[config.mk]
export PLATFORM = sky130hd
export DESIGN_NAME = complex_result_accumulator_flat
export DESIGN_NICKNAME = d
export VERILOG_FILES = /design/src/rtl/complex_result_accumulator_if.sv /design/src/rtl/complex_result_accumulator.sv /design/src/flat_wrapper.sv
export SDC_FILE = /design/constraint.sdc
export NUM_CORES = 1
export LEC_CHECK = 0
export CORE_MARGIN = 2
export CORE_UTILIZATION = 49
export CTS_CLUSTER_DIAMETER = 100
export CTS_CLUSTER_SIZE = 10
export DETAILED_ROUTE_END_ITERATION = 8
export PLACE_DENSITY = 0.78
export SETUP_SLACK_MARGIN = 0.15
export SLEW_MARGIN = 30
export SYNTH_ARGS = -nofsm -noshare
export SYNTH_HDL_FRONTEND = slang
export SYNTH_SLANG_ARGS = --single-unit
[constraint.sdc]
create_clock -name clk -period 2.7 [get_ports clk]
set_clock_uncertainty 0.15 [all_clocks]
set_input_delay 0.54 -clock clk [delete_from_list [all_inputs] [get_ports clk]]
set_output_delay 0.54 -clock clk [all_outputs]
set_load 0.03 [all_outputs]
[src/rtl/complex_result_accumulator_if.sv]
// Handshake bundles for the complex result accumulator: the product stream
// coming in from the multiplier and the block-sum stream going out.

// Valid/ready rule for both bundles: a transfer happens at a rising edge where
// valid and ready are both high. Once valid is raised, the master holds its
// payload stable until that transfer. Ready may not depend on valid through
// combinational logic.
interface cra_res_if #(
  parameter int DATA_WIDTH = 8,
  parameter int CNT_WIDTH  = 4
);
  logic                    res_val;
  logic                    res_ready;
  logic [2*DATA_WIDTH-1:0] result_re;
  logic [2*DATA_WIDTH-1:0] result_im;
  logic [CNT_WIDTH-1:0]    cfg_len;

  modport master (
    output res_val, result_re, result_im, cfg_len,
    input  res_ready
  );
  modport slave (
    input  res_val, result_re, result_im, cfg_len,
    output res_ready
  );
endinterface

interface cra_acc_if #(
  parameter int ACC_WIDTH = 24
);
  logic                 acc_val;
  logic                 acc_ready;
  logic [ACC_WIDTH-1:0] acc_re;
  logic [ACC_WIDTH-1:0] acc_im;
  logic                 acc_ovf;

  modport master (
    output acc_val, acc_re, acc_im, acc_ovf,
    input  acc_ready
  );
  modport slave (
    input  acc_val, acc_re, acc_im, acc_ovf,
    output acc_ready
  );
endinterface

[src/rtl/complex_result_accumulator.sv]
// Accumulates blocks of complex products into wide sums (complex MAC) and
// presents each finished block sum on a held valid/ready output.

module complex_result_accumulator #(
  parameter int DATA_WIDTH = 8,
  parameter int ACC_WIDTH  = 24,
  parameter int CNT_WIDTH  = 4
) (
  input  logic       clk,
  input  logic       rstn,
  input  logic       sw_rst,
  cra_res_if.slave   res,
  cra_acc_if.master  acc,
  output logic       o_state
);

  typedef enum logic {
    S_ACC = 1'b0,
    S_OUT = 1'b1
  } state_t;

  state_t                r_state;
  logic [CNT_WIDTH-1:0]  r_cnt;
  logic [CNT_WIDTH-1:0]  r_len;
  logic [ACC_WIDTH-1:0]  r_re;
  logic [ACC_WIDTH-1:0]  r_im;
  logic                  r_ovf;

  logic                  w_fire;
  logic                  w_first;
  logic                  w_last;
  logic [CNT_WIDTH-1:0]  w_cfg_eff;
  logic [CNT_WIDTH-1:0]  w_eff_len;
  logic [ACC_WIDTH-1:0]  w_re_ext;
  logic [ACC_WIDTH-1:0]  w_im_ext;
  logic [ACC_WIDTH-1:0]  w_sum_re;
  logic [ACC_WIDTH-1:0]  w_sum_im;
  logic                  w_ovf_re;
  logic                  w_ovf_im;

  assign res.res_ready = (r_state == S_ACC);
  assign acc.acc_val   = (r_state == S_OUT);
  assign acc.acc_re    = r_re;
  assign acc.acc_im    = r_im;
  assign acc.acc_ovf   = r_ovf;
  assign o_state       = r_state;

  assign w_fire  = res.res_val && (r_state == S_ACC);
  assign w_first = (r_cnt == '0);

  // A zero length would never reach a last beat, so it runs as a one-beat block.
  assign w_cfg_eff = (res.cfg_len == '0) ? CNT_WIDTH'(1) : res.cfg_len;
  assign w_eff_len = w_first ? w_cfg_eff : r_len;
  assign w_last    = (r_cnt == (w_eff_len - CNT_WIDTH'(1)));

  assign w_re_ext = ACC_WIDTH'($signed(res.result_re));
  assign w_im_ext = ACC_WIDTH'($signed(res.result_im));
  assign w_sum_re = r_re + w_re_ext;
  assign w_sum_im = r_im + w_im_ext;

  // Signed overflow: addends agree in sign but the wrapped sum does not.
  assign w_ovf_re = (r_re[ACC_WIDTH-1] == w_re_ext[ACC_WIDTH-1]) &&
                    (w_sum_re[ACC_WIDTH-1] != r_re[ACC_WIDTH-1]);
  assign w_ovf_im = (r_im[ACC_WIDTH-1] == w_im_ext[ACC_WIDTH-1]) &&
                    (w_sum_im[ACC_WIDTH-1] != r_im[ACC_WIDTH-1]);

  always_ff @(posedge clk or negedge rstn) begin
    if (!rstn) begin
      r_state <= S_ACC;
      r_cnt   <= '0;
      r_len   <= '0;
      r_re    <= '0;
      r_im    <= '0;
      r_ovf   <= 1'b0;
    end else if (sw_rst) begin
      r_state <= S_ACC;
      r_cnt   <= '0;
      r_len   <= '0;
      r_re    <= '0;
      r_im    <= '0;
      r_ovf   <= 1'b0;
    end else begin
      case (r_state)
        S_ACC: begin
          if (w_fire) begin
            if (w_first) begin
              r_len <= w_cfg_eff;
              r_re  <= w_re_ext;
              r_im  <= w_im_ext;
              r_ovf <= 1'b0;
            end else begin
              r_re <= w_sum_re;
              r_im <= w_sum_im;
              if (w_ovf_re || w_ovf_im) r_ovf <= 1'b1;
            end
            if (w_last) begin
              r_cnt   <= '0;
              r_state <= S_OUT;
            end else begin
              r_cnt <= r_cnt + CNT_WIDTH'(1);
            end
          end
        end
        S_OUT: begin
          // Sum stays on the outputs after the handoff until the next first beat.
          if (acc.acc_ready) r_state <= S_ACC;
        end
        default: r_state <= S_ACC;
      endcase
    end
  end

endmodule
[src/flat_wrapper.sv]
// flat-port wrapper written by rule: the top's interface ports become plain ports
module complex_result_accumulator_flat 
#(
  parameter int DATA_WIDTH = 8,
  parameter int ACC_WIDTH  = 24,
  parameter int CNT_WIDTH  = 4
)
  (clk, rstn, sw_rst, o_state, res_res_val, res_result_re, res_result_im, res_cfg_len, res_res_ready, acc_acc_val, acc_acc_re, acc_acc_im, acc_acc_ovf, acc_acc_ready);
  cra_res_if #(.DATA_WIDTH(DATA_WIDTH), .CNT_WIDTH(CNT_WIDTH)) res_i ();
  cra_acc_if #(.ACC_WIDTH(ACC_WIDTH)) acc_i ();
  input  logic clk;
  input  logic rstn;
  input  logic sw_rst;
  output logic o_state;
  input wire logic [$bits(res_i.res_val)-1:0] res_res_val;
  input wire logic [$bits(res_i.result_re)-1:0] res_result_re;
  input wire logic [$bits(res_i.result_im)-1:0] res_result_im;
  input wire logic [$bits(res_i.cfg_len)-1:0] res_cfg_len;
  output wire logic [$bits(res_i.res_ready)-1:0] res_res_ready;
  output wire logic [$bits(acc_i.acc_val)-1:0] acc_acc_val;
  output wire logic [$bits(acc_i.acc_re)-1:0] acc_acc_re;
  output wire logic [$bits(acc_i.acc_im)-1:0] acc_acc_im;
  output wire logic [$bits(acc_i.acc_ovf)-1:0] acc_acc_ovf;
  input wire logic [$bits(acc_i.acc_ready)-1:0] acc_acc_ready;
  assign res_i.res_val = res_res_val;
  assign res_i.result_re = res_result_re;
  assign res_i.result_im = res_result_im;
  assign res_i.cfg_len = res_cfg_len;
  assign res_res_ready = res_i.res_ready;
  assign acc_acc_val = acc_i.acc_val;
  assign acc_acc_re = acc_i.acc_re;
  assign acc_acc_im = acc_i.acc_im;
  assign acc_acc_ovf = acc_i.acc_ovf;
  assign acc_i.acc_ready = acc_acc_ready;
  complex_result_accumulator #(.DATA_WIDTH(DATA_WIDTH), .ACC_WIDTH(ACC_WIDTH), .CNT_WIDTH(CNT_WIDTH)) u_core (.clk(clk), .rstn(rstn), .sw_rst(sw_rst), .res(res_i), .acc(acc_i), .o_state(o_state));
endmodule
==> metrics, run 1 <==
number of flops mapped to enable cells by yosys=0; Arrival @ worst endpoint=2.87 ns; Synth-to-Final Area Change=60.8%; CP top delay family=compound AO/OA/AOI/OAI gates; post-synthesis async set-or-reset flop share=100%; max incr delay on CP=0.43 ns; Num CTS Buffers=9; DIE WIDTH=107 um; Total Wirelength=20400 um; CTS sink count=58; Seq pwr share=20.4%; H-tree depth=3; post-route ant nets=0; Avg Vias per Cell=6.28; post-route setup slack=-0.0737 ns; share of cells above drive strength 1=33.0%; # DRC=0; Ys Warns=0; worst reg2reg path depth=10; routability cong.=0.913; Peak Freq=361 MHz; WP buf/inv=1; clock latency on the worst-skew pair=0.36 ns; failing checks=negative hold slack, negative setup slack; drt pass-1 iters=5; Synth top area share=27.7%; CP endpoint kind=flop; combinational share of power=61.2%; Initial Utilization=50.5%; status=finished, violations left; crit-path max FO=3; Worst R2R Setup Slack=-0.07 ns; io pins=93; CTS clk-pin slew, worst paths=0.08 ns; critical setup path kind=reg -> reg; Switching Power=2.52 mW; clock share of power=18.4%; Leak=3.74 nW; pwr/cell area=695 nW/um^2; Global Route Usage Sum=32.4%; synth unique cells=66; top cells by area, synth=dfrtp_1 (28%), ha_1 (12%), nor2_1 (5.9%); area of the core=10400 sq um; Die Area=11500 sq um; final hold viol count=3; flops & latches, synth=58; Final Critical Period=2.77 ns; MaxCap Viol Count=0; initial antenna violation count=0; Min-Delay Path Class=in -> async; global-route wire length before repair=29900 um; Least-Margin Pin Slew=0.522 ns; VDD IR-drop max=380 uV; Die Span Y=107 um; DR WL/cell=20.2 um; vias in the first global route=6272; CTS Root Cell=clkbuf_8; Final Max Tran Viols=0; Sw Share=43.0%; ys flop type=dfrtp_1; CTS Buffer Depth=2; syn avg cell area=8.04 sq um; Final Cycle Share=103%; Post-Place Cells=968; Seq/Total Area, Yosys=27.7%; Fin Hold WS=-0.00180 ns; Port Buffers=92; slowest CP cell=dfrtp_1; reg2reg start=u_core.acc.acc_re[8]$_DFFE_PN0P_; Synth Net Count=743; Detail Placement HPWL=12100 um; Final Non-Filler Cells=1010; Util after Layout=81.2%; via count=6341; cell row count=37; largest net degree at the start of global routing=45; Worst Path Required=2.80 ns; TritonCTS clock tree=yes; Final Power=5.85 mW; crit path launch type=flop; crit-path cells=ha_4, nand4_1, a2111oi_4, o31ai_4, a31oi_4, o211ai_1, a21o_1, buf_4, nor3_4, nor3b_2; post-synth top area cell=dfrtp_1; initial drt markers=397; Final setup viols=3; gr ovfl total=0; unrepaired setup endpoints after global routing=true; worst flop-to-flop path endpoint=u_core.acc.acc_re[22]$_DFFE_PN0P_; fin nets=961; Int Power=3.34 mW; synthesized area=5240 sq um; diode count=0; Post-Synthesis Cells=651; Slew HR=65.2%
power by group through the flow:
| stage | sequential (mW) | clock (mW) | combinational [mW] |
|---|---|---|---|
| 2_1_floorplan | 1.41 | 0 | 1.53 |
| 5_1_grt | 1.21 | 1.10 | 3.82 |
| 4_1_cts | 1.18 | 1.07 | 3.20 |
| 6_report | 1.20 | 1.08 | 3.58 |
| 3_3_place_gp | 1.17 | 0 | 2.85 |
| 3_5_place_dp | 1.18 | 0 | 2.93 |
area by class of cell:
cell class | count | area, sq um
multi-input combinational | 546 | 4460
tap | 136 | 170
fill | 611 | 1950
timing repair buffer | 236 | 2000
clock buffer | 11 | 151
sequential | 58 | 1470
clock inverter | 5 | 100
inverter | 18 | 67.6
worst max-delay path by stage:
stage                                startpoint                                end  slack, ns  cells past startpoint
2_1_floorplan       u_core.r_cnt[0]$_DFFE_PN0P_        u_core.r_cnt[2]$_DFFE_PN0P_      -0.02                     11
3_3_place_gp                   res_result_re[0]  u_core.acc.acc_re[22]$_DFFE_PN0P_      -0.63                     12
3_5_place_dp                   res_result_re[0]  u_core.acc.acc_re[22]$_DFFE_PN0P_      -0.72                     12
4_1_cts             u_core.r_cnt[0]$_DFFE_PN0P_        u_core.r_cnt[2]$_DFFE_PN0P_      -0.02                     11
5_1_grt             u_core.r_cnt[0]$_DFFE_PN0P_        u_core.r_cnt[2]$_DFFE_PN0P_      -0.09                     11
6_report       u_core.acc.acc_re[8]$_DFFE_PN0P_  u_core.acc.acc_re[22]$_DFFE_PN0P_      -0.07                     10
per-layer routing:
layer  wire length, um  GRT usage (%)  vias to the layer above
met5                 0              0                        -
met2              9970           56.2                      374
met4               840           15.3                        0
met3              1650           5.81                       86
met1              7920           38.9                     3031
li1                  -              -                     2850
cell usage after synthesis (all sizes together) (3+ instances only):
cell and number:
a2111oi 5, a211o 3, a211oi 24, a21o 23, a21oi 59, a311oi 12
a31oi 7, and3 4, buf 4, clkbuf 25, dfrtp 58, ha 49
inv 18, mux2i 6, nand2 68, nand2b 8, nand3 13, nand4 6
nor2 83, nor2b 6, nor3 19, o2111ai 3, o211ai 6, o21a 4
o21ai 52, o21bai 8, o31a 3, o31ai 5, or3 6, xnor2 20
xor2 13
kinds of logic after synthesis:
logic type	after synthesis	share of synthesized area, %
AO/OA/AOI/OAI	227	29.2
flip-flops	58	27.7
adder cells (fa/ha/maj)	51	12.5
buffers and inverters	47	3.66
AND/OR/NAND/NOR	227	19.8
XOR/XNOR	33	5.52
multiplexers	8	1.58
flip-flops by register name, indices dropped and copies added, names as in the netlist:
name	cells
u_core.acc.acc_im	24
u_core.acc.acc_val	1
u_core.acc.acc_ovf	1
u_core.r_cnt	4
u_core.r_len	4
u_core.acc.acc_re	24
per-stage QoR:
| step | cell area [sq um] | worst slack (ns) | setup TNS (ns) | hold WS, ns |
|---|---|---|---|---|
| after floorplan | 5400 | -0.0184 | -0.0238 | 0.0944 |
| after global placement | 7270 | -0.628 | -13.19 | 0.350 |
| after detailed placement | 7270 | -0.724 | -16.03 | 0.359 |
| after CTS | 8000 | -0.0172 | -0.0368 | 0.00123 |
| after global routing | 8420 | -0.0893 | -0.311 | 0.0338 |
| final | 8420 | -0.0737 | -0.0810 | -0.00180 |
repair_timing:
action | CTS | global route
endpoints found under the setup margin | 38 | 35
resized for setup | 95 | 81
pin swaps | 38 | 58
cloned | 0 | 1
hold buffers | 0 | 0
setup buffers | 12 | 13
hold endpoints to repair | 0 | 0
cells in the final DEF (no fill, tap or decap), drive strengths merged, types with 3 or more instances in the layout:
cell / count
buf: 147
nor2: 83
nand2: 68
clkdlybuf4s50: 63
a21oi: 59
dfrtp: 58
o21ai: 52
ha: 49
a211oi: 24
a21o: 23
xnor2: 20
nor3: 19
inv: 18
clkbuf: 15
xor2: 13
nand3: 13
a311oi: 12
dlygate4sd2: 11
nand2b: 8
o21bai: 8
clkdlybuf4s15: 7
a31oi: 7
nand4: 6
mux2i: 6
o211ai: 6
or3: 6
nor2b: 6
o31ai: 5
a2111oi: 5
and3: 4
dlymetal6s2s: 4
o21a: 4
o31a: 3
a211o: 3
bufinv: 3
o2111ai: 3
(Power assumes the default switching activity.)
==> run 2: changes to the inputs <==
- GPL_ROUTABILITY_DRIVEN: not set -> 1
==> results of run 2 <==
Same layout as run 1: the final DEF is identical, and so are final timing and power.
